===== config.mk =====
export PLATFORM = sky130hd
export DESIGN_NAME = shift_seq_ctrl_flat
export DESIGN_NICKNAME = d
export VERILOG_FILES = /design/src/rtl/shift_seq_ctrl_pkg.sv /design/src/rtl/shift_seq_ctrl_if.sv /design/src/rtl/shift_seq_ctrl_div.sv /design/src/rtl/shift_seq_ctrl.sv /design/src/flat_wrapper.sv
export SDC_FILE = /design/constraint.sdc
export NUM_CORES = 1
export LEC_CHECK = 0
export ABC_AREA = 1
export BUFFER_PORTS_ARGS = -buffer_cell sky130_fd_sc_hd__buf_2
export CAP_MARGIN = 10
export CORE_MARGIN = 2
export CORE_UTILIZATION = 57
export CTS_CLUSTER_DIAMETER = 50
export DETAILED_ROUTE_END_ITERATION = 8
export PLACE_DENSITY = 0.8
export SLEW_MARGIN = 20
export SYNTH_ARGS = -nofsm -noshare
export SYNTH_HDL_FRONTEND = slang
export SYNTH_HIERARCHICAL = 1
export SYNTH_SLANG_ARGS = --single-unit

===== constraint.sdc =====
create_clock -name clock -period 2.2 [get_ports clock]
set_clock_uncertainty 0.1 [all_clocks]
set_input_delay 0.22 -clock clock [delete_from_list [all_inputs] [get_ports clock]]
set_output_delay 0.22 -clock clock [all_outputs]
set_load 0.01 [all_outputs]

===== src/rtl/shift_seq_ctrl_pkg.sv =====
// Shared types and codes for the UDB shift-datapath sequencer.
package shift_seq_pkg;

    typedef enum logic [2:0] {
        ST_IDLE = 3'd0,
        ST_LOAD = 3'd1,
        ST_LOW  = 3'd2,
        ST_HIGH = 3'd3,
        ST_DONE = 3'd4
    } state_t;

    // Datapath configuration addresses
    localparam logic [2:0] CS_IDLE  = 3'd0;
    localparam logic [2:0] CS_SHIFT = 3'd1;
    localparam logic [2:0] CS_LOAD  = 3'd2;

    // Shift-in source selection
    localparam logic [1:0] SI_ZERO = 2'd0;
    localparam logic [1:0] SI_ONE  = 2'd1;
    localparam logic [1:0] SI_STEP = 2'd2;
    localparam logic [1:0] SI_RSVD = 2'd3;

endpackage


===== src/rtl/shift_seq_ctrl_if.sv =====
// Datapath-side signals between the sequencer and the UDB shift datapath.
interface shift_seq_ctrl_if;

    logic [2:0] cs_addr;
    logic       route_si;
    logic       f0_load;
    logic       fifo_empty;

    modport master (
        output cs_addr,
        output route_si,
        output f0_load,
        input  fifo_empty
    );

    modport slave (
        input  cs_addr,
        input  route_si,
        input  f0_load,
        output fifo_empty
    );

endinterface


===== src/rtl/shift_seq_ctrl_div.sv =====
// Phase timer: counts clocks within one sclk phase, tick on the last one.
module shift_seq_div #(
    parameter int unsigned DIV_W = 8
) (
    input  logic             clock,
    input  logic             reset,
    input  logic             load,
    input  logic [DIV_W-1:0] div,
    output logic             tick
);

    logic [DIV_W-1:0] cnt;

    // Restart at the start of each phase, otherwise count up
    always_ff @(posedge clock or posedge reset) begin
        if (reset) begin
            cnt <= '0;
        end else if (load) begin
            cnt <= '0;
        end else begin
            cnt <= cnt + 1'b1;
        end
    end

    assign tick = (cnt == div);

endmodule


===== src/rtl/shift_seq_ctrl.sv =====
// Sequencer for the 32-bit UDB shift datapath: frames words, drives sclk,
// cs_addr and shift-in, and reports busy/done/underflow.
module shift_seq_ctrl
    import shift_seq_pkg::*;
#(
    parameter int unsigned WORD_BITS = 32,
    parameter int unsigned CNT_W     = 6,
    parameter int unsigned DIV_W     = 8
) (
    input  logic             clock,
    input  logic             reset,
    input  logic             enable,
    input  logic             start,
    input  logic             stop,
    input  logic [DIV_W-1:0] div,
    input  logic [CNT_W-1:0] word_len,
    input  logic [7:0]       word_cnt,
    input  logic [1:0]       si_mode,
    shift_seq_ctrl_if.master dp,
    output logic             sclk,
    output logic             busy,
    output logic             done,
    output logic             underflow
);

    localparam logic [CNT_W-1:0] MAX_LEN = CNT_W'(WORD_BITS);

    state_t           state, state_nxt;
    logic             stop_pend;
    logic [CNT_W-1:0] bit_cnt, bit_inc, eff_len;
    logic [7:0]       word_ctr, word_inc;
    logic [3:0]       step_cnt, step_cnt_inc, step;
    logic             step_hit, si_bit;
    logic             tick, phase_load;
    logic             go, load_ok, underrun, shift, word_end;

    assign bit_inc      = bit_cnt + 1'b1;
    assign word_inc     = word_ctr + 1'b1;
    assign step_cnt_inc = step_cnt + 1'b1;
    assign step_hit     = (step_cnt_inc == step);

    // Effective word length: 0 or oversize selects the full datapath width
    always_comb begin
        eff_len = word_len;
        if (word_len == '0 || word_len > MAX_LEN) begin
            eff_len = MAX_LEN;
        end
    end

    // Shift-in bit for the current SHIFT clock
    always_comb begin
        si_bit = 1'b0;
        case (si_mode)
            SI_ONE:           si_bit = 1'b1;
            SI_STEP:          si_bit = step_hit;
            SI_ZERO, SI_RSVD: si_bit = 1'b0;
            default:          si_bit = 1'b0;
        endcase
    end

    // Timer restarts outside the sclk phases and at each phase boundary
    assign phase_load = tick || !(state == ST_LOW || state == ST_HIGH);

    shift_seq_div #(.DIV_W(DIV_W)) u_div (
        .clock (clock),
        .reset (reset),
        .load  (phase_load),
        .div   (div),
        .tick  (tick)
    );

    // State register
    always_ff @(posedge clock or posedge reset) begin
        if (reset) begin
            state <= ST_IDLE;
        end else begin
            state <= state_nxt;
        end
    end

    // Next-state and per-clock strobes; enable low aborts with no strobe
    always_comb begin
        state_nxt = state;
        go        = 1'b0;
        load_ok   = 1'b0;
        underrun  = 1'b0;
        shift     = 1'b0;
        word_end  = 1'b0;
        case (state)
            ST_IDLE: begin
                if (start && enable) begin
                    go        = 1'b1;
                    state_nxt = ST_LOAD;
                end
            end
            ST_LOAD: begin
                if (!enable) begin
                    state_nxt = ST_IDLE;
                end else if (dp.fifo_empty) begin
                    underrun  = 1'b1;
                    state_nxt = ST_DONE;
                end else begin
                    load_ok   = 1'b1;
                    state_nxt = ST_LOW;
                end
            end
            ST_LOW: begin
                if (!enable) begin
                    state_nxt = ST_IDLE;
                end else if (tick) begin
                    state_nxt = ST_HIGH;
                end
            end
            ST_HIGH: begin
                if (!enable) begin
                    state_nxt = ST_IDLE;
                end else if (tick) begin
                    shift = 1'b1;
                    if (bit_inc == eff_len) begin
                        word_end = 1'b1;
                        if (stop_pend || stop ||
                            (word_cnt != '0 && word_inc == word_cnt)) begin
                            state_nxt = ST_DONE;
                        end else begin
                            state_nxt = ST_LOAD;
                        end
                    end else begin
                        state_nxt = ST_LOW;
                    end
                end
            end
            ST_DONE: state_nxt = ST_IDLE;
            default: state_nxt = ST_IDLE;
        endcase
    end

    // Transfer counters, sticky flags and the step-pattern generator
    always_ff @(posedge clock or posedge reset) begin
        if (reset) begin
            stop_pend <= 1'b0;
            underflow <= 1'b0;
            bit_cnt   <= '0;
            word_ctr  <= '0;
            step_cnt  <= '0;
            step      <= 4'd1;
        end else begin
            // A stop arriving with start is kept because state_nxt leaves IDLE
            if (state_nxt == ST_IDLE) begin
                stop_pend <= 1'b0;
            end else if (stop) begin
                stop_pend <= 1'b1;
            end
            if (go) begin
                underflow <= 1'b0;
                bit_cnt   <= '0;
                word_ctr  <= '0;
            end
            if (underrun) begin
                underflow <= 1'b1;
            end
            if (shift) begin
                bit_cnt <= word_end ? '0 : bit_inc;
                if (word_end) begin
                    word_ctr <= word_inc;
                end
                if (si_mode == SI_STEP) begin
                    if (step_hit) begin
                        step_cnt <= '0;
                        step     <= step + 1'b1;
                    end else begin
                        step_cnt <= step_cnt_inc;
                    end
                end
            end
        end
    end

    assign dp.cs_addr  = shift ? CS_SHIFT : (load_ok ? CS_LOAD : CS_IDLE);
    assign dp.route_si = shift & si_bit;
    assign dp.f0_load  = 1'b0;
    assign sclk        = (state == ST_HIGH);
    assign busy        = (state != ST_IDLE);
    assign done        = (state == ST_DONE);

endmodule

===== src/flat_wrapper.sv =====
// flat-port wrapper written by rule: the top's interface ports become plain ports
module shift_seq_ctrl_flat import shift_seq_pkg::*;
#(
    parameter int unsigned WORD_BITS = 32,
    parameter int unsigned CNT_W     = 6,
    parameter int unsigned DIV_W     = 8
)
  (clock, reset, enable, start, stop, div, word_len, word_cnt, si_mode, sclk, busy, done, underflow, dp_cs_addr, dp_route_si, dp_f0_load, dp_fifo_empty);
  shift_seq_ctrl_if dp_i ();
  input  logic clock;
  input  logic reset;
  input  logic enable;
  input  logic start;
  input  logic stop;
  input  logic [DIV_W-1:0] div;
  input  logic [CNT_W-1:0] word_len;
  input  logic [7:0] word_cnt;
  input  logic [1:0] si_mode;
  output logic sclk;
  output logic busy;
  output logic done;
  output logic underflow;
  output wire logic [$bits(dp_i.cs_addr)-1:0] dp_cs_addr;
  output wire logic [$bits(dp_i.route_si)-1:0] dp_route_si;
  output wire logic [$bits(dp_i.f0_load)-1:0] dp_f0_load;
  input wire logic [$bits(dp_i.fifo_empty)-1:0] dp_fifo_empty;
  assign dp_cs_addr = dp_i.cs_addr;
  assign dp_route_si = dp_i.route_si;
  assign dp_f0_load = dp_i.f0_load;
  assign dp_i.fifo_empty = dp_fifo_empty;
  shift_seq_ctrl #(.WORD_BITS(WORD_BITS), .CNT_W(CNT_W), .DIV_W(DIV_W)) u_core (.clock(clock), .reset(reset), .enable(enable), .start(start), .stop(stop), .div(div), .word_len(word_len), .word_cnt(word_cnt), .si_mode(si_mode), .dp(dp_i), .sclk(sclk), .busy(busy), .done(done), .underflow(underflow));
endmodule

==> PnR_summary.wiki, run 1 <==
{| class="wikitable"
! Metric !! Value
|-
| Status || complete, but fails checks
|-
| Violations in the final reports || negative setup slack
|-
| N_diodes || 0
|-
| Initial Util || 59.7%
|-
| Starting DRT DRC Count || 163
|-
| Multi-input gate area in the final layout || 0.00161 mm²
|-
| Power, Total || 0.00136 W
|-
| Most common cell in the netlist || sky130_fd_sc_hd__nand2_1
|-
| H-Tree Depth || 2
|-
| Vias in the first global route || 2437
|-
| Fin worst setup slack || -0.00482 ns
|-
| Area of the mapped netlist || 0.00262 mm²
|-
| Worst reg2reg setup slack || 0.05 ns
|-
| Post-Synthesis Cells || 380
|-
| Avg Cell Area, Syn || 6.89 µm²
|-
| CP max stage cell || sky130_fd_sc_hd__dfrtp_1
|-
| Post-synth EDFFs || 0
|-
| Clock root buffer || sky130_fd_sc_hd__clkbuf_8
|-
| Floorplan die height || 71.8 µm
|-
| Final core utilization || 75.0%
|-
| Achievable clock frequency || 454 MHz
|-
| Slowest Stage Delay on Critical Path || 0.40 ns
|-
| Depth of the worst register-to-register path || 14
|-
| Startpoint of the lowest-slack register-to-register path || u_core/u_div/cnt[0]$_DFF_PP0_
|-
| Cell count of the worst hold path || 3
|-
| Area growth, synth to finish || 25.7%
|-
| Crit path DAT || 1.88 ns
|-
| Synth top area share || 32.5%
|-
| Count of buffers inserted at the top-level ports || 36
|-
| Clock sink count || 35
|-
| Number of design rule violations left after detail routing || 0
|-
| Total power divided by cell area || 413 mW/mm²
|-
| Synth area leader || sky130_fd_sc_hd__dfrtp_1
|-
| Die area || 0.00515 mm²
|-
| Number of CTS-inserted buffers || 5
|-
| Minimum clock period after layout || 2.20 ns
|-
| Worst reg2reg path endpoint || u_core/stop_pend$_DFFE_PP0P_
|-
| Nature of the critical path endpoint || output pin
|-
| Avg Vias per Cell || 5.40
|-
| Top FF cell, synth || sky130_fd_sc_hd__dfrtp_1
|-
| CTS tree || yes
|-
| Startpoint of the most critical setup path || u_core/u_div/cnt[0]$_DFF_PP0_
|-
| Number of top-level pins || 39
|-
| Filler instances || 341
|-
| Min-Delay Endpoint || u_core/stop_pend$_DFFE_PP0P_
|-
| Layout net count || 488
|-
| Wire length after detailed routing || 6620 µm
|-
| Latest clock arrival within the worst-skew pair || 0.29 ns
|-
| Startpoint of the worst hold path || stop
|-
| Post-synthesis sequential area ratio || 33.5%
|-
| Routed wire length per instance || 13.1 µm
|-
| Yosys Warn Count || 6
|-
| Fraction of final layout cells with drive strength greater than 1 || 31.3%
|-
| Global-route wire length before repair || 10200 µm
|-
| Top fanout value on the critical path || 7
|-
| Maximum capacitance violations || 0
|-
| Final global-route overflow total || 0
|-
| Clk pin slew, worst setup/hold paths || 0.07 ns
|-
| Final RePlAce weighted congestion || 0.913
|-
| Half-perimeter wire length of the detailed placement result || 4400 µm
|-
| Final clock period utilization by the worst path || 100%
|-
| Total count of max-transition violations in the final report || 0
|-
| Die outline width || 71.8 µm
|-
| Global-route usage over all layers || 25.0%
|-
| Largest cells by area after synthesis || sky130_fd_sc_hd__dfrtp_1, sky130_fd_sc_hd__nand2_1, sky130_fd_sc_hd__inv_1
|-
| Post-DRT Antenna Nets || 0
|-
| Pre-CTS setup slack || 0.0892 ns
|-
| Static power due to leakage || 1.72 nW
|-
| Number of vias after detailed routing || 2725
|-
| Initial antenna violation count || 0
|-
| RSZ-0062 raised after global routing || yes
|-
| Cells traversed along the worst timing path || nand2_1 > clkinv_1 > nor2_1 > nor2_1 > nand2_1 > nor2_2 > inv_2 > nor2_4 > inv_4 > nor2_4 > nand3_4 > o31ai_2 > buf_2
|-
| Longest Clk Path Bufs || 2
|-
| Critical path data required time || 1.88 ns
|-
| Hold WC Path Type || in2reg
|-
| Row Count || 24
|-
| First-pass DRT Iterations || 4
|-
| Worst Path Class, Setup || reg2out
|-
| Max rail drop VDD || 0.373 mV
|-
| Total setup violations reported at the end of the flow || 1
|-
| Core region area || 0.00438 mm²
|-
| Seq. cell area || 878 µm²
|-
| Count of final hold-check violations || 0
|-
| Top cells by count, synth || sky130_fd_sc_hd__nand2_1, sky130_fd_sc_hd__inv_1, sky130_fd_sc_hd__nor2_1, sky130_fd_sc_hd__dfrtp_1, sky130_fd_sc_hd__nand3_1
|-
| Async S/R FF share, synth || 100%
|-
| Register bit total from synthesis || 35
|-
| Startpoint type of the worst setup path || flop
|-
| Number of distinct standard cells referenced by the synthesized netlist || 37
|-
| Largest net degree at the start of global routing || 28
|}
==> metal layers <==
| metal | GRT usage [%] | share of wire, % | wire [µm] |
|---|---|---|---|
| met1 | 32.2 | 44 | 2930 |
| met2 | 41.9 | 50 | 3340 |
| met3 | 5.34 | 3.8 | 250 |
| met4 | 8.18 | 1.5 | 99 |
| met5 | 0 | 0 | 0 |
==> report_power, final <==
| part | total [W] | internal, W | switching [W] |
|---|---|---|---|
| clock network | 0.000523 | 0.000286 | 0.000237 |
| logic | 0.000180 | 0.0000696 | 0.000111 |
| registers | 0.000657 | 0.000651 | 0.00000574 |
| total | 0.00136 | 0.00101 | 0.000354 |
==> how the worst max path moves through the flow <==
stage | to | cells past startpoint
2_1_floorplan | u_core/step[1]$_DFFE_PP0P_ | 11
3_3_place_gp | u_core/stop_pend$_DFFE_PP0P_ | 15
3_5_place_dp | u_core/word_ctr[6]$_DFF_PP0_ | 15
4_1_cts | dp_route_si | 9
5_1_grt | u_core/stop_pend$_DFFE_PP0P_ | 13
6_report | dp_route_si | 13
==> repair_timing <==
action / CTS / global route
setup endpoints to repair: 1 / 10
buffers inserted: 13 / 14
pin swaps: 5 / 26
hold endpoints to repair: 34 / 0
hold buffers: 1 / 0
resized for setup: 5 / 27
==> layout by cell type (no fill, tap or decap), types with 2 or more instances in the layout <==
cell type / instances
sky130_fd_sc_hd__a21oi_1: 5
sky130_fd_sc_hd__a21oi_2: 2
sky130_fd_sc_hd__buf_2: 36
sky130_fd_sc_hd__buf_4: 31
sky130_fd_sc_hd__clkbuf_8: 7
sky130_fd_sc_hd__conb_1: 2
sky130_fd_sc_hd__dfrtp_1: 33
sky130_fd_sc_hd__ha_1: 4
sky130_fd_sc_hd__inv_1: 44
sky130_fd_sc_hd__inv_2: 7
sky130_fd_sc_hd__inv_4: 2
sky130_fd_sc_hd__nand2_1: 97
sky130_fd_sc_hd__nand2_2: 17
sky130_fd_sc_hd__nand2_8: 2
sky130_fd_sc_hd__nand3_1: 25
sky130_fd_sc_hd__nand3_2: 7
sky130_fd_sc_hd__nand3b_1: 7
sky130_fd_sc_hd__nand4_1: 11
sky130_fd_sc_hd__nor2_1: 43
sky130_fd_sc_hd__nor2_2: 12
sky130_fd_sc_hd__nor2_4: 5
sky130_fd_sc_hd__o21ai_0: 12
sky130_fd_sc_hd__o21ai_1: 4
sky130_fd_sc_hd__o22ai_1: 7
sky130_fd_sc_hd__or2_2: 3
sky130_fd_sc_hd__xnor2_1: 4
sky130_fd_sc_hd__xor2_1: 3
==> metrics by stage <==
step	area, µm²	setup TNS [ns]	cells	hold WS [ns]
CTS	3090	0	491	0.122
global route	3290	-0.449	505	0.140
detailed placement	2870	0	469	0.103
floorplan	2620	0	381	-0.0643
global placement	2870	0	469	0.0912
finish	3290	-0.00482	505	0.123
==> cell type report <==
type	count	area share, %
repair buffers	68	12.9
inverters	55	6.58
multi-input cells	287	48.8
clock buffers	8	3.04
well taps	52	1.98
flip-flops and latches	35	26.7
==> flip-flops by register name (all words and copies together), names as in the netlist <==
name and flops:
u_core/stop_pend 1, u_core/word_ctr 8, u_core/step 4, u_core/step_cnt 4, u_core/underflow 1, u_core/u_div/cnt 8, u_core/bit_cnt 6, u_core/state 3
==> critical path, delay by kind of cell, from the launching register on <==
| family | cells | cell delay [ns] |
|---|---|---|
| simple gates | 8 | 0.75 |
| flops | 1 | 0.40 |
| buf+inv | 4 | 0.37 |
| compound gates | 1 | 0.08 |
==> cells by family after synthesis <==
| group | after synthesis | share of synthesized area [%] |
|---|---|---|
| and+or+nand+nor | 234 | 43.5 |
| buffers and inverters | 59 | 9.18 |
| AOI/OAI and AO/OA | 37 | 8.08 |
| DFF | 35 | 33.5 |
| xor gates and xnor gates | 7 | 2.34 |
| adders and majority gates | 6 | 2.87 |
| other | 1 | 0.143 |
| muxes | 1 | 0.430 |
(Power assumes the default switching activity.)
==> run 2, diff against run 1 <==
- ABC_AREA: 1 -> not set
==> run 2 against run 1 <==
Net effect: the run still ends with negative setup slack left; die area down 7.7%; final area up 4.5%; utilization up 10 points; count of clock-buffer cells in the layout down 1; first-iteration DRC count up 25%; global-route usage up 2.3 points; non-clock buffer count up 35; via count down 15%; sequential share of layout area down 1.1 points; largest cell class unchanged; largest power group unchanged; highest routed layer unchanged.
==> PnR_summary.wiki, run 2 <==
{| class="wikitable"
! Metric !! Value
|-
| Core region area || 0.00403 mm² (was 0.00438 mm²)
|-
| Wire length after detailed routing || 6530 µm (was 6620 µm)
|-
| Async S/R FF share, synth || 100% (unchanged)
|-
| Nature of the critical path endpoint || flop (was output pin)
|-
| Die area || 0.00475 mm² (was 0.00515 mm²)
|-
| Layout net count || 395 (was 488)
|-
| Avg Vias per Cell || 5.65 (was 5.40)
|-
| CP max stage cell || sky130_fd_sc_hd__or3_4 (was sky130_fd_sc_hd__dfrtp_1)
|-
| Pre-CTS setup slack || -0.332 ns (was 0.0892 ns)
|-
| Half-perimeter wire length of the detailed placement result || 4170 µm (was 4400 µm)
|-
| Final instance area || 0.00344 mm² (was 0.00329 mm²)
|-
| Minimum clock period after layout || 2.49 ns (was 2.20 ns)
|-
| Starting DRT DRC Count || 203 (was 163)
|-
| Initial Util || 59.7% (about the same)
|-
| Vias in the first global route || 2169 (was 2437)
|-
| Total cell area at the placement stage || 0.00300 mm² (was 0.00287 mm²)
|-
| Non-filler instance count after layout || 410 (was 505)
|-
| Count of final hold-check violations || 0 (unchanged)
|-
| Longest Clk Path Bufs || 2 (unchanged)
|-
| Latest clock arrival within the worst-skew pair || 0.29 ns (about the same)
|-
| Total power divided by cell area || 384 mW/mm² (was 413 mW/mm²)
|-
| Worst Path Class, Setup || reg2reg (was reg2out)
|-
| Worst reg2reg setup slack || -0.29 ns (was 0.05 ns)
|-
| Family with the most delay on the worst path || simple AND/OR/NAND/NOR gates (unchanged)
|-
| Number of distinct standard cells referenced by the synthesized netlist || 55 (was 37)
|-
| Final RePlAce weighted congestion || 0.795 (was 0.913)
|-
| Count of buffers inserted at the top-level ports || 36 (unchanged)
|-
| Number of top-level pins || 39 (unchanged)
|-
| First-pass DRT Iterations || 4 (unchanged)
|-
| Die outline width || 68.9 µm (was 71.8 µm)
|-
| Number of vias after detailed routing || 2315 (was 2725)
|-
| H-Tree Depth || 2 (unchanged)
|-
| Post-Route Setup TNS || -3.10 ns (was -0.00482 ns)
|-
| Largest net degree at the start of global routing || 19 (was 28)
|-
| Largest cells by area after synthesis || sky130_fd_sc_hd__dfrtp_1, sky130_fd_sc_hd__xnor2_1, sky130_fd_sc_hd__xor2_1 (was sky130_fd_sc_hd__dfrtp_1, sky130_fd_sc_hd__nand2_1, sky130_fd_sc_hd__inv_1)
|-
| Area of the mapped netlist || 0.00240 mm² (was 0.00262 mm²)
|-
| Post-synth EDFFs || 0 (unchanged)
|-
| Maximum capacitance violations || 0 (unchanged)
|-
| Yosys Warn Count || 6 (unchanged)
|-
| Crit path DAT || 2.56 ns (was 1.88 ns)
|-
| Most common cell after layout, fill and taps aside || sky130_fd_sc_hd__buf_4 (was sky130_fd_sc_hd__nand2_1)
|-
| Total setup violations reported at the end of the flow || 18 (was 1)
|-
| Total count of max-transition violations in the final report || 0 (unchanged)
|-
| Final global-route overflow total || 0 (unchanged)
|-
| Area growth, synth to finish || 42.9% (was 25.7%)
|-
| Clock sink count || 35 (unchanged)
|-
| Status || complete, but fails checks (unchanged)
|-
| Max rail drop VDD || 0.497 mV (was 0.373 mV)
|-
| Synth top area share || 35.4% (was 32.5%)
|-
| Number of design rule violations left after detail routing || 0 (unchanged)
|-
| Slowest Stage Delay on Critical Path || 0.44 ns (was 0.40 ns)
|-
| Cell count after placement || 384 (was 469)
|-
| Initial antenna violation count || 0 (unchanged)
|-
| Global-route usage over all layers || 27.2% (was 25.0%)
|-
| Post-DRT Antenna Nets || 0 (unchanged)
|-
| Global-route wire length before repair || 9570 µm (was 10200 µm)
|-
| Routed wire length per instance || 15.9 µm (was 13.1 µm)
|-
| Largest registers || u_core/u_div/cnt: 8 flops, u_core/word_ctr: 8 flops, u_core/bit_cnt: 6 flops (unchanged)
|-
| Violations in the final reports || negative setup slack (unchanged)
|-
| Synth area leader || sky130_fd_sc_hd__dfrtp_1 (unchanged)
|-
| Cells traversed along the worst timing path || ha_2 > and3_4 > xnor3_1 > nor4_2 > nor3_2 > or3_4 > mux2_4 > a21o_1 (was nand2_1 > clkinv_1 > nor2_1 > nor2_1 > nand2_1 > nor2_2 > inv_2 > nor2_4 > inv_4 > nor2_4 > nand3_4 > o31ai_2 > buf_2)
|-
| Floorplan die height || 68.9 µm (was 71.8 µm)
|-
| Achievable clock frequency || 402 MHz (was 454 MHz)
|-
| Row Count || 23 (was 24)
|-
| Register bit total from synthesis || 35 (unchanged)
|-
| Static power due to leakage || 1.61 nW (was 1.72 nW)
|-
| Top FF cell, synth || sky130_fd_sc_hd__dfrtp_1 (unchanged)
|-
| CTS tree || yes (unchanged)
|-
| RSZ-0062 raised after global routing || yes (unchanged)
|-
| Hold WC Path Type || in2reg (unchanged)
|-
| N_diodes || 0 (unchanged)
|-
| Worst path bufs/invs || 0 (was 4)
|-
| Post-synthesis sequential area ratio || 36.5% (was 33.5%)
|-
| Number of CTS-inserted buffers || 5 (unchanged)
|-
| Clk pin slew, worst setup/hold paths || 0.07 ns (about the same)
|-
| Avg Cell Area, Syn || 9.35 µm² (was 6.89 µm²)
|-
| Fraction of final layout cells with drive strength greater than 1 || 45.0% (was 31.3%)
|-
| Post-Synthesis Cells || 257 (was 380)
|-
| Final clock period utilization by the worst path || 113% (was 100%)
|-
| Startpoint type of the worst setup path || flop (unchanged)
|-
| Top cells by count, synth || sky130_fd_sc_hd__dfrtp_1, sky130_fd_sc_hd__xnor2_1, sky130_fd_sc_hd__nor2_1, sky130_fd_sc_hd__nand2_1, sky130_fd_sc_hd__nand3_1 (was sky130_fd_sc_hd__nand2_1, sky130_fd_sc_hd__inv_1, sky130_fd_sc_hd__nor2_1, sky130_fd_sc_hd__dfrtp_1, sky130_fd_sc_hd__nand3_1)
|-
| Fin worst setup slack || -0.289 ns (was -0.00482 ns)
|-
| Most used cells in the layout excluding fill and tap cells || sky130_fd_sc_hd__buf_4, sky130_fd_sc_hd__buf_2, sky130_fd_sc_hd__dfrtp_1 (was sky130_fd_sc_hd__nand2_1, sky130_fd_sc_hd__inv_1, sky130_fd_sc_hd__nor2_1)
|-
| Clock root buffer || sky130_fd_sc_hd__clkbuf_8 (unchanged)
|-
| Top fanout value on the critical path || 5 (was 7)
|-
| Most common cell in the netlist || sky130_fd_sc_hd__dfrtp_1 (was sky130_fd_sc_hd__nand2_1)
|-
| Critical path data required time || 2.27 ns (was 1.88 ns)
|}
## run 2: cell types whose count changed in the layout (fill, tap and decap cells not counted), moves of 7 or more
cell / before / now
sky130_fd_sc_hd__inv_1: 44 / 13
sky130_fd_sc_hd__inv_2: 7 / 0
sky130_fd_sc_hd__nor2_2: 12 / 1
sky130_fd_sc_hd__nand2_1: 97 / 16
sky130_fd_sc_hd__nand3_1: 25 / 11
sky130_fd_sc_hd__nor2_1: 43 / 16
sky130_fd_sc_hd__nand4_1: 11 / 4
sky130_fd_sc_hd__buf_4: 31 / 60
sky130_fd_sc_hd__xnor2_1: 4 / 24
sky130_fd_sc_hd__nand2_2: 17 / 1
## run 2: stage by stage
step                util [%]  total power (W)  hold WS, ns
detailed placement      74.4         0.000864       0.0869
global route            85.3          0.00139       0.0954
floorplan                  -         0.000783      -0.0643
global placement        74.4         0.000859       0.0840
finish                  85.3          0.00132        0.100
CTS                     80.8          0.00131        0.108
## run 2: cell families after synthesis
group | count (synthesis) | synth area share [%]
AOI/OAI and AO/OA | 48 | 13.7
xor gates and xnor gates | 37 | 14.1
adders and majority gates | 6 | 3.12
buffers and inverters | 24 | 4.95
DFF | 35 | 36.5
muxes | 9 | 4.69
other | 1 | 0.156
and+or+nand+nor | 97 | 22.8
## run 2: worst paths after layout
path                                                 end  depth (start not counted)                          start
setup / recovery            u_core/word_ctr[4]$_DFF_PP0_                          8  u_core/bit_cnt[0]$_DFFE_PP0P_
min in group asynchronous  u_core/u_div/cnt[3]$_DFF_PP0_                          3                          reset
max in group asynchronous     u_core/step[0]$_DFFE_PP1P_                          4                          reset
hold / removal              u_core/stop_pend$_DFFE_PP0P_                          2                           stop
hold reg to reg             u_core/underflow$_DFFE_PP0P_                          2   u_core/underflow$_DFFE_PP0P_
setup reg to reg            u_core/word_ctr[4]$_DFF_PP0_                          8  u_core/bit_cnt[0]$_DFFE_PP0P_
## run 2: routing by layer
layer  global-route usage [%]  part of all wire, %  routed length [µm]  vias up
met1                     35.2                   42                2750     1120
li1                         -                    -                   -     1120
met4                     7.11                  1.0                  66        0
met5                        0                    0                   0        -
met3                     5.68                  4.0                 258        6
met2                     46.4                   53                3450       69
## run 2: final cells by class
type / count / area, µm²
clock buffers: 7 / 76.3
clock inverters: 1 / 5.00
fillers: 205 / 593
inverters: 14 / 55.1
multi-input cells: 200 / 1640
flip-flops and latches: 35 / 881
well taps: 50 / 62.6
repair buffers: 103 / 718
## run 2: timing repair
item	in CTS	in global routing
resized for setup	24	28
hold buffers	1	0
endpoints found under the hold margin	17	0
endpoints found under the setup margin	13	26
pin swaps	19	14
cloned	1	0
buffers inserted	7	10
## run 2: worst reg2reg max path: stages (launching register included)
cell and delay [ns]:
sky130_fd_sc_hd__dfrtp_1 0.35, sky130_fd_sc_hd__ha_2 0.18, sky130_fd_sc_hd__and3_4 0.21, sky130_fd_sc_hd__xnor3_1 0.23, sky130_fd_sc_hd__nor4_2 0.27, sky130_fd_sc_hd__nor3_2 0.12, sky130_fd_sc_hd__or3_4 0.44, sky130_fd_sc_hd__mux2_4 0.32
sky130_fd_sc_hd__a21o_1 0.16
## run 2: where the power goes
group / switching, W / internal, W / total [W] / leakage, nW
logic: 0.000118 / 0.000102 / 0.000221 / 1.09
registers: 0.00000634 / 0.000652 / 0.000658 / 0.478
clock network: 0.000220 / 0.000222 / 0.000442 / 0.0422
